### config.mk
export PLATFORM = sky130hd
export DESIGN_NAME = quad_enc_ctrl
export DESIGN_NICKNAME = d
export VERILOG_FILES = /design/src/rtl/quad_enc_ctrl.sv
export SDC_FILE = /design/constraint.sdc
export NUM_CORES = 1
export LEC_CHECK = 0
export CORE_ASPECT_RATIO = 1.25
export CORE_MARGIN = 1
export CORE_UTILIZATION = 42
export DETAILED_ROUTE_END_ITERATION = 8
export PLACE_DENSITY_LB_ADDON = 0.1
export SLEW_MARGIN = 10
export SYNTH_ARGS = -nofsm -noshare
export SYNTH_HDL_FRONTEND = slang
export SYNTH_SLANG_ARGS = --single-unit
### constraint.sdc
create_clock -name clk -period 2.45 [get_ports clk]
set_input_delay 0.3675 -clock clk [delete_from_list [all_inputs] [get_ports clk]]
set_output_delay 0.3675 -clock clk [all_outputs]
set_load 0.05 [all_outputs]
### src/rtl/quad_enc_ctrl.sv
// quad_enc_ctrl: rotary encoder + push-key front end.
// Synchronizes and glitch-filters the A/B pins, decodes full quadrature detents,
// keeps a bounded up/down position register, and debounces the key, which
// reloads the register.
//
// Ports:
//   clk       in   single clock
//   rst       in   asynchronous active-high reset
//   enc_a     in   encoder A pin (asynchronous)
//   enc_b     in   encoder B pin (asynchronous)
//   key       in   push key, 1 = pressed (asynchronous)
//   cnt       out  position register
//   cnt_vld   out  one-cycle pulse when cnt changes or is reloaded
//   dir       out  direction of last accepted detent, 0 = CW, 1 = CCW
//   key_lvl   out  debounced key level
//   key_press out  one-cycle pulse on rising edge of key_lvl
module quad_enc_ctrl #(
    parameter int unsigned CNT_W    = 8,
    parameter int unsigned CNT_MIN  = 0,
    parameter int unsigned CNT_MAX  = 255,
    parameter int unsigned CNT_INIT = 0,
    parameter int unsigned WRAP     = 0,
    parameter int unsigned FILT_CYC = 4,
    parameter int unsigned DEB_CYC  = 1000
) (
    input  logic             clk,
    input  logic             rst,
    input  logic             enc_a,
    input  logic             enc_b,
    input  logic             key,
    output logic [CNT_W-1:0] cnt,
    output logic             cnt_vld,
    output logic             dir,
    output logic             key_lvl,
    output logic             key_press
);

    localparam int unsigned FILT_W = $clog2(FILT_CYC + 1);
    localparam int unsigned DEB_W  = $clog2(DEB_CYC + 1);

    localparam logic [CNT_W-1:0] MIN_V  = CNT_W'(CNT_MIN);
    localparam logic [CNT_W-1:0] MAX_V  = CNT_W'(CNT_MAX);
    localparam logic [CNT_W-1:0] INIT_V = CNT_W'(CNT_INIT);

    typedef enum logic [2:0] {
        ST_IDLE,
        ST_CW1,
        ST_CW2,
        ST_CW3,
        ST_CCW1,
        ST_CCW2,
        ST_CCW3,
        ST_WAIT
    } dec_state_t;

    // bit 1 = A, bit 0 = B
    logic [1:0]        ab_s1;
    logic [1:0]        ab_s2;
    logic [1:0]        ab_f;
    logic [FILT_W-1:0] fcnt [2];

    logic              key_s1;
    logic              key_s2;
    logic [DEB_W-1:0]  kcnt;

    dec_state_t        state;
    logic              det_cw;
    logic              det_ccw;

    // Two-stage synchronizers for all asynchronous pins
    always_ff @(posedge clk or posedge rst) begin
        if (rst) begin
            ab_s1  <= 2'b00;
            ab_s2  <= 2'b00;
            key_s1 <= 1'b0;
            key_s2 <= 1'b0;
        end else begin
            ab_s1  <= {enc_a, enc_b};
            ab_s2  <= ab_s1;
            key_s1 <= key;
            key_s2 <= key_s1;
        end
    end

    // Per-pin stability filter: follow the synced pin after FILT_CYC disagreeing cycles
    always_ff @(posedge clk or posedge rst) begin
        if (rst) begin
            ab_f <= 2'b00;
            for (int i = 0; i < 2; i++) begin
                fcnt[i] <= '0;
            end
        end else begin
            for (int i = 0; i < 2; i++) begin
                if (ab_s2[i] == ab_f[i]) begin
                    fcnt[i] <= '0;
                end else if (fcnt[i] == FILT_W'(FILT_CYC - 1)) begin
                    ab_f[i] <= ab_s2[i];
                    fcnt[i] <= '0;
                end else begin
                    fcnt[i] <= fcnt[i] + FILT_W'(1);
                end
            end
        end
    end

    // Quadrature decoder; a detent is emitted only on the final step back to 00
    always_ff @(posedge clk or posedge rst) begin
        if (rst) begin
            state   <= ST_IDLE;
            det_cw  <= 1'b0;
            det_ccw <= 1'b0;
        end else begin
            det_cw  <= 1'b0;
            det_ccw <= 1'b0;
            case (state)
                ST_IDLE: begin
                    case (ab_f)
                        2'b10:   state <= ST_CW1;
                        2'b01:   state <= ST_CCW1;
                        2'b11:   state <= ST_WAIT;
                        default: ;
                    endcase
                end
                ST_CW1: begin
                    case (ab_f)
                        2'b11:   state <= ST_CW2;
                        2'b00:   state <= ST_IDLE;
                        2'b01:   state <= ST_WAIT;
                        default: ;
                    endcase
                end
                ST_CW2: begin
                    case (ab_f)
                        2'b01:   state <= ST_CW3;
                        2'b10:   state <= ST_CW1;
                        2'b00:   state <= ST_WAIT;
                        default: ;
                    endcase
                end
                ST_CW3: begin
                    case (ab_f)
                        2'b00: begin
                            state  <= ST_IDLE;
                            det_cw <= 1'b1;
                        end
                        2'b11:   state <= ST_CW2;
                        2'b10:   state <= ST_WAIT;
                        default: ;
                    endcase
                end
                ST_CCW1: begin
                    case (ab_f)
                        2'b11:   state <= ST_CCW2;
                        2'b00:   state <= ST_IDLE;
                        2'b10:   state <= ST_WAIT;
                        default: ;
                    endcase
                end
                ST_CCW2: begin
                    case (ab_f)
                        2'b10:   state <= ST_CCW3;
                        2'b01:   state <= ST_CCW1;
                        2'b00:   state <= ST_WAIT;
                        default: ;
                    endcase
                end
                ST_CCW3: begin
                    case (ab_f)
                        2'b00: begin
                            state   <= ST_IDLE;
                            det_ccw <= 1'b1;
                        end
                        2'b11:   state <= ST_CCW2;
                        2'b01:   state <= ST_WAIT;
                        default: ;
                    endcase
                end
                ST_WAIT: begin
                    if (ab_f == 2'b00) begin
                        state <= ST_IDLE;
                    end
                end
                default: state <= ST_IDLE;
            endcase
        end
    end

    // Key debounce: level follows the synced key once it disagrees past DEB_CYC cycles
    always_ff @(posedge clk or posedge rst) begin
        if (rst) begin
            kcnt      <= '0;
            key_lvl   <= 1'b0;
            key_press <= 1'b0;
        end else begin
            key_press <= 1'b0;
            if (key_s2 == key_lvl) begin
                kcnt <= '0;
            end else if (kcnt == DEB_W'(DEB_CYC)) begin
                kcnt      <= '0;
                key_lvl   <= key_s2;
                key_press <= key_s2;
            end else begin
                kcnt <= kcnt + DEB_W'(1);
            end
        end
    end

    // Position register; a key reload overrides a detent in the same cycle
    always_ff @(posedge clk or posedge rst) begin
        if (rst) begin
            cnt     <= INIT_V;
            cnt_vld <= 1'b0;
            dir     <= 1'b0;
        end else begin
            cnt_vld <= 1'b0;
            if (key_press) begin
                cnt     <= INIT_V;
                cnt_vld <= 1'b1;
            end else if (det_cw) begin
                dir <= 1'b0;
                if (cnt == MAX_V) begin
                    if (WRAP != 0) begin
                        cnt     <= MIN_V;
                        cnt_vld <= 1'b1;
                    end
                end else begin
                    cnt     <= cnt + CNT_W'(1);
                    cnt_vld <= 1'b1;
                end
            end else if (det_ccw) begin
                dir <= 1'b1;
                if (cnt == MIN_V) begin
                    if (WRAP != 0) begin
                        cnt     <= MAX_V;
                        cnt_vld <= 1'b1;
                    end
                end else begin
                    cnt     <= cnt - CNT_W'(1);
                    cnt_vld <= 1'b1;
                end
            end
        end
    end

endmodule

# After elaboration in Yosys (flattened, before gate mapping)
# Index checks and enable logic that the tools add are counted.
[totals] regBits=41 inputBits=5
[op_classes] add_sub_neg=5 n_eq_ne=27 n_mux=32 bitwise=4 reduce_logical=11
[ops] operator="$pmux 3 s3" n=7
[ops] operator="$mux 8" n=5
[ops] operator="$ne 4x4->1 const B" n=6
[ops] operator="$pmux 3 s8" n=1
[ops] operator="$mux 10" n=2
[ops] operator="$mux 3" n=5
[ops] operator="$eq 3x2->1 const B" n=4
[ops] operator="$eq 3x3->1 const B" n=4
[ops] operator="$mux 1" n=12
[ops] operator="$add 10x1->10 const B" n=1
[ops] operator="$eq 10x10->1 const B" n=1
[ops] operator="$add 8x1->8 const B" n=1
[ops] operator="$eq 8x8->1 const B" n=1
[ops] operator="$logic_not 8->1" n=1
[ops] operator="$reduce_and 2->1" n=4
[ops] operator="$reduce_and 8->1" n=1
[ops] operator="$sub 8x1->8 const B" n=1
[ops] operator="$add 3x1->3 const B" n=2
[ops] operator="$ne 3x3->1 const B" n=2
[ops] operator="$eq 2x2->1 const B" n=2
[ops] operator="$ne 4x2->1 const B" n=1
[ops] operator="$not 1->1" n=4
[ops] operator="$eq 1x1->1" n=3
[ops] operator="$eq 3x1->1 const B" n=1
[ops] operator="7 further kinds" n=7

# Longest topological paths before layout
[logic_depth] depth_word=5 ltp_mapped=7

# Worst setup path before layout
# OpenSTA, ideal clock, no wires.
[synth_path] path_kind="reg2reg" start="reg cnt[2]" end="reg cnt[6]" arrival_ps=2019 t_required_ps=2349 setup_slack_ps=330 path_stages_with_launch=7 path_cell_list="dfrtp_1 > ha_1 > nor2b_1 > o31a_1 > o21a_1 > a2111o_1 > o311ai_2"
[synth_between] elab_chain_cells=5 word_cells_on_any_way=12 cone_classes="add/sub: 2; eq/ne: 3; mux: 5; reduce/logical: 2"
[synth_lines] element="from (decl)" line="31" rtl="output logic [CNT_W-1:0] cnt,"
[synth_lines] element="from (signal assigned)" line="227" rtl="cnt <= cnt + CNT_W'(1);"
[synth_lines] element="from (signal assigned)" line="238" rtl="cnt <= cnt - CNT_W'(1);"
[synth_lines] element="$sub 8x1->8" line="238"
[synth_lines] element="$mux 8" line="232" rtl="if (cnt == MIN_V) begin"
[synth_lines] element="$mux 8" line="230" rtl="end else if (det_ccw) begin"
[synth_lines] element="$mux 8" line="219" rtl="end else if (det_cw) begin"
[synth_lines] element="$mux 8" line="216" rtl="if (key_press) begin"
# Parallel ways exist; a longest one is shown, timed or not. The select of a mux whose other input is x is not followed.
# A chain may end at the register's enable or synchronous reset.

# Worst setup path after layout
[layout_path] start="reg det_cw" end="reg cnt[6]"
[layout_between] elab_chain_cells=2 word_cells_on_any_way=6 cone_classes="eq/ne: 2; mux: 2; reduce/logical: 2"
[layout_lines] element="from (decl)" line="67" rtl="logic det_cw;"
[layout_lines] element="from (signal assigned)" line="110" rtl="det_cw <= 1'b0;"
[layout_lines] element="from (signal assigned)" line="113" rtl="det_cw <= 1'b0;"
[layout_lines] element="from (signal assigned)" line="144" rtl="det_cw <= 1'b1;"
[layout_lines] element="$ne 3x3->1 (no line), or another cell as far along"
[layout_lines] element="$reduce_and 3->1 (no line) / $mux 8 (equally long branches)"
# Parallel ways exist; a longest one is shown, timed or not.

==> out/summary.json <==
{
  "status": "finished clean",
  "core_area_mm2": 0.00541,
  "synthesis.yosys.warnings": 0,
  "ys_types": 51,
  "clk_root_buffer_cell": "sky130_fd_sc_hd__clkbuf_8",
  "wl_per_cell_um": 13.2,
  "route.vias.total": 1714,
  "slew_headroom_pct": 63.6,
  "postSynth.topFlopCell": "sky130_fd_sc_hd__dfrtp_1",
  "globalplace.congestion": 0.863,
  "fin_worst_hold_slack_ns": 0.355,
  "worstSetupEndpointType": "flip-flop",
  "grt_setup_unrepaired": "false",
  "synth-edff-count": 0,
  "power_report.internal_total_mw": 1.81,
  "globalRoute.totalOverflow": 0,
  "postSynthAreaPerCell_um2": 10.1,
  "stdcell_count": 318,
  "cts_tree": "built",
  "final_core_utilization_pct": 49.8,
  "synthToLayoutAreaGrowth_pct": 14.0,
  "std_cell_rows": 30,
  "post_route_cells_drive_above_1_share_pct": 8.27,
  "tritoncts_buffers": 5,
  "dp_hpwl_mm": 2.95,
  "post_cts_buffers": 0,
  "via_per_inst": 5.39,
  "die_area_mm2": 0.00593,
  "grt_pass1_wl_mm": 7.39,
  "final_design_area_no_fill_mm2": 0.00269,
  "ys_async_sr_fraction_pct": 100,
  "cellPowerDensity_mw_per_mm2": 1240,
  "placement.setup.worst_slack_ns": 0.260,
  "worstMarginPinSlew_ns": 0.545,
  "hold_path.startpoint": "ab_s1[1]$_DFF_PP0_",
  "pin_count_of_the_biggest_net_entering_global_routing": 42,
  "crit-reg2reg-capture": "cnt[6]$_DFFE_PP0P_",
  "postSynthNetCount": 258,
  "netlist.area_leader.share_pct": 43.5,
  "numPlacedInstances": 310,
  "place.port_buffers": 16,
  "floorplan.die.height_um": 85.8,
  "dpl-instance-area_mm2": 0.00259,
  "cts.path.max_buffers": 2,
  "smallest_setup_slack_after_layout_ns": 0.281,
  "track_usage_pct": 15.5,
  "synthesis.area_mm2": 0.00236,
  "seqPwrFrac_pct": 32.1,
  "final.period_utilization_pct": 88.5,
  "finalSetupViolations": 0,
  "power.total_mw": 3.33,
  "postCtsHoldBufs": 0,
  "timing.critical_path.from_type": "flip-flop",
  "maxSlewViolCount": 0,
  "hold-path-cell-count": 0,
  "critical_path.reg2reg.startpoint": "det_cw$_DFF_PP0_",
  "pwr-share-comb_pct": 53.6,
  "initial_utilization_pct": 43.7,
  "synthDominantAreaCellType": "sky130_fd_sc_hd__dfrtp_1",
  "synth-seq-area-share_pct": 43.5,
  "critical_path_class": "flip-flop to flip-flop",
  "synthCells": 234,
  "worst_hold_end": "ab_s2[1]$_DFF_PP0_",
  "firstDrtPassIters": 4,
  "cp.arrival_ns": 2.37,
  "postRouteAntennaNets": 0,
  "power.share.switching_pct": 45.6,
  "clock_insertion_delay_worst_skew_ns": 0.30,
  "clock-skew-final_ns": 0.0108,
  "biggest_fanout_along_the_worst_timing_path": 7,
  "ioPinCount": 17,
  "cts_htree_levels": 2,
  "netlist_top_cells_area": "sky130_fd_sc_hd__dfrtp_1 43%, sky130_fd_sc_hd__ha_1 9.5%, sky130_fd_sc_hd__a21oi_1 3.2%",
  "fill_cells": 516,
  "max_capacitance_violation_total": 0,
  "reg2reg_setup_slack_ns": 0.28,
  "hold_path.class": "flip-flop to flip-flop",
  "antenna_diode_count": 0,
  "critical_path_required_ns": 2.65,
  "worst_setup_hold_path_clk_slew_ns": 0.09,
  "dieWidth_um": 69.1,
  "cts.sinks": 41,
  "power.share.clock_pct": 14.3,
  "achievable-frequency_mhz": 461,
  "final.min_clock_period_ns": 2.17,
  "postCtsResizedCells": 0,
  "power.ir.vdd_worst_uv": 413,
  "grt_pass1_vias": 1674,
  "power_leakage_nw": 1.19,
  "netSwitchingPower_mw": 1.52,
  "timing.setup.tns_ns": 0,
  "routed_wl_mm": 4.19,
  "ys_seq_elements": 41,
  "rr_worst_depth": 7,
  "number_of_antenna_violations_at_the_first_check_in_global_routing": 0,
  "remaining_drc_errors": 0,
  "design.final.nets": 277,
  "initial_drt_markers": 99,
  "hold_violations": 0
}
==> worst max-delay path by stage <==
stage	startpoint	endpoint	slack (ns)	cells past startpoint
4_1_cts	det_cw$_DFF_PP0_	cnt[7]$_DFFE_PP0P_	0.26	7
3_5_place_dp	det_cw$_DFF_PP0_	cnt[7]$_DFFE_PP0P_	0.26	7
6_report	det_cw$_DFF_PP0_	cnt[6]$_DFFE_PP0P_	0.28	7
3_3_place_gp	det_cw$_DFF_PP0_	cnt[7]$_DFFE_PP0P_	0.34	7
2_1_floorplan	cnt[2]$_DFFE_PP0P_	cnt[6]$_DFFE_PP0P_	0.33	6
5_1_grt	det_cw$_DFF_PP0_	cnt[6]$_DFFE_PP0P_	0.14	7
==> flip-flops by register name (all words and copies together) (netlist names) <==
signal / cells
det_ccw: 1
key_press: 1
state: 3
kcnt: 10
det_cw: 1
cnt: 8
dir: 1
ab_s1: 2
cnt_vld: 1
fcnt: 6
key_s1: 1
key_s2: 1
key_lvl: 1
ab_f: 2
ab_s2: 2
==> critical path: stages (launching register included) <==
cell and delay, ns:
sky130_fd_sc_hd__dfrtp_1 0.43, sky130_fd_sc_hd__inv_1 0.25, sky130_fd_sc_hd__ha_1 0.33, sky130_fd_sc_hd__nor2b_1 0.16, sky130_fd_sc_hd__o31a_1 0.25, sky130_fd_sc_hd__o21a_1 0.19
sky130_fd_sc_hd__a2111o_1 0.39, sky130_fd_sc_hd__o311ai_2 0.08
==> cell type report <==
cell class	count	area [um^2]	area share, %
timing repair buffer	19	183	6.79
inverter	16	60.1	2.23
tap	64	80.1	2.98
multi-input combinational	170	1240	46.3
clock buffer	5	68.8	2.56
sequential	41	1030	38.1
clock inverter	3	28.8	1.07
==> synthesized netlist by cell type, types with 2 or more instances <==
| cell type | count |
|---|---|
| sky130_fd_sc_hd__nand4_1 | 3 |
| sky130_fd_sc_hd__o21bai_1 | 2 |
| sky130_fd_sc_hd__o21a_1 | 2 |
| sky130_fd_sc_hd__nand2_1 | 15 |
| sky130_fd_sc_hd__nor3b_1 | 5 |
| sky130_fd_sc_hd__o31ai_1 | 2 |
| sky130_fd_sc_hd__dfrtp_1 | 41 |
| sky130_fd_sc_hd__nand3_1 | 8 |
| sky130_fd_sc_hd__a211oi_1 | 3 |
| sky130_fd_sc_hd__a21oi_1 | 15 |
| sky130_fd_sc_hd__nand2b_1 | 2 |
| sky130_fd_sc_hd__mux2_2 | 2 |
| sky130_fd_sc_hd__nor2b_1 | 7 |
| sky130_fd_sc_hd__o21ai_0 | 8 |
| sky130_fd_sc_hd__ha_1 | 18 |
| sky130_fd_sc_hd__nor3b_2 | 2 |
| sky130_fd_sc_hd__nor4b_1 | 2 |
| sky130_fd_sc_hd__inv_1 | 16 |
| sky130_fd_sc_hd__and3b_1 | 4 |
| sky130_fd_sc_hd__nand4b_1 | 2 |
| sky130_fd_sc_hd__or3_1 | 2 |
| sky130_fd_sc_hd__nor2_1 | 17 |
| sky130_fd_sc_hd__clkbuf_1 | 3 |
| sky130_fd_sc_hd__buf_2 | 3 |
| sky130_fd_sc_hd__xor2_1 | 6 |
| sky130_fd_sc_hd__nor3_1 | 6 |
| sky130_fd_sc_hd__o311ai_2 | 2 |
| sky130_fd_sc_hd__xnor2_1 | 8 |
| sky130_fd_sc_hd__and3_1 | 2 |
| sky130_fd_sc_hd__o211ai_1 | 5 |
==> layout by cell type (no fill, tap or decap), drive strengths merged, types with 2 or more instances in the layout <==
cell	count
dfrtp	41
and3	2
and3b	4
or3	2
buf	3
nand4b	2
a211oi	3
o21bai	2
clkbuf	5
o311ai	2
nand4	3
nand2	16
inv	19
nor2b	7
o211ai	6
or4	2
mux2	2
o21a	2
clkdlybuf4s50	16
a21oi	15
nor3b	7
xor2	6
nor4b	2
o21ai	10
nand3	8
ha	18
nor2	17
xnor2	8
nand2b	2
o31ai	2
nor3	6
==> power by group through the flow <==
| stage | registers, mW | logic, mW | clock network [mW] |
|---|---|---|---|
| after floorplan | 1.24 | 1.22 | 0 |
| after global placement | 1.09 | 1.78 | 0 |
| after detailed placement | 1.09 | 1.78 | 0 |
| after CTS | 1.07 | 1.79 | 0.502 |
| after global routing | 1.11 | 1.98 | 0.523 |
| final | 1.07 | 1.79 | 0.476 |
==> cell families after synthesis <==
| family | share of synthesized area [%] |
|---|---|
| adders and majority gates | 10.4 |
| muxes | 1.38 |
| buffers and inverters | 3.82 |
| DFF | 43.5 |
| AOI/OAI and AO/OA | 15.1 |
| xor gates and xnor gates | 5.19 |
| and+or+nand+nor | 20.7 |
==> per-layer routing <==
layer,GRT usage [%],up-vias,share of wire [%]
met5,0,-,0
met4,6.86,0,0.60
met3,2.59,2,2.4
met2,26.4,23,48
met1,19.5,818,49
li1,-,871,-
No activity file was read; power rests on OpenSTA's default activity.
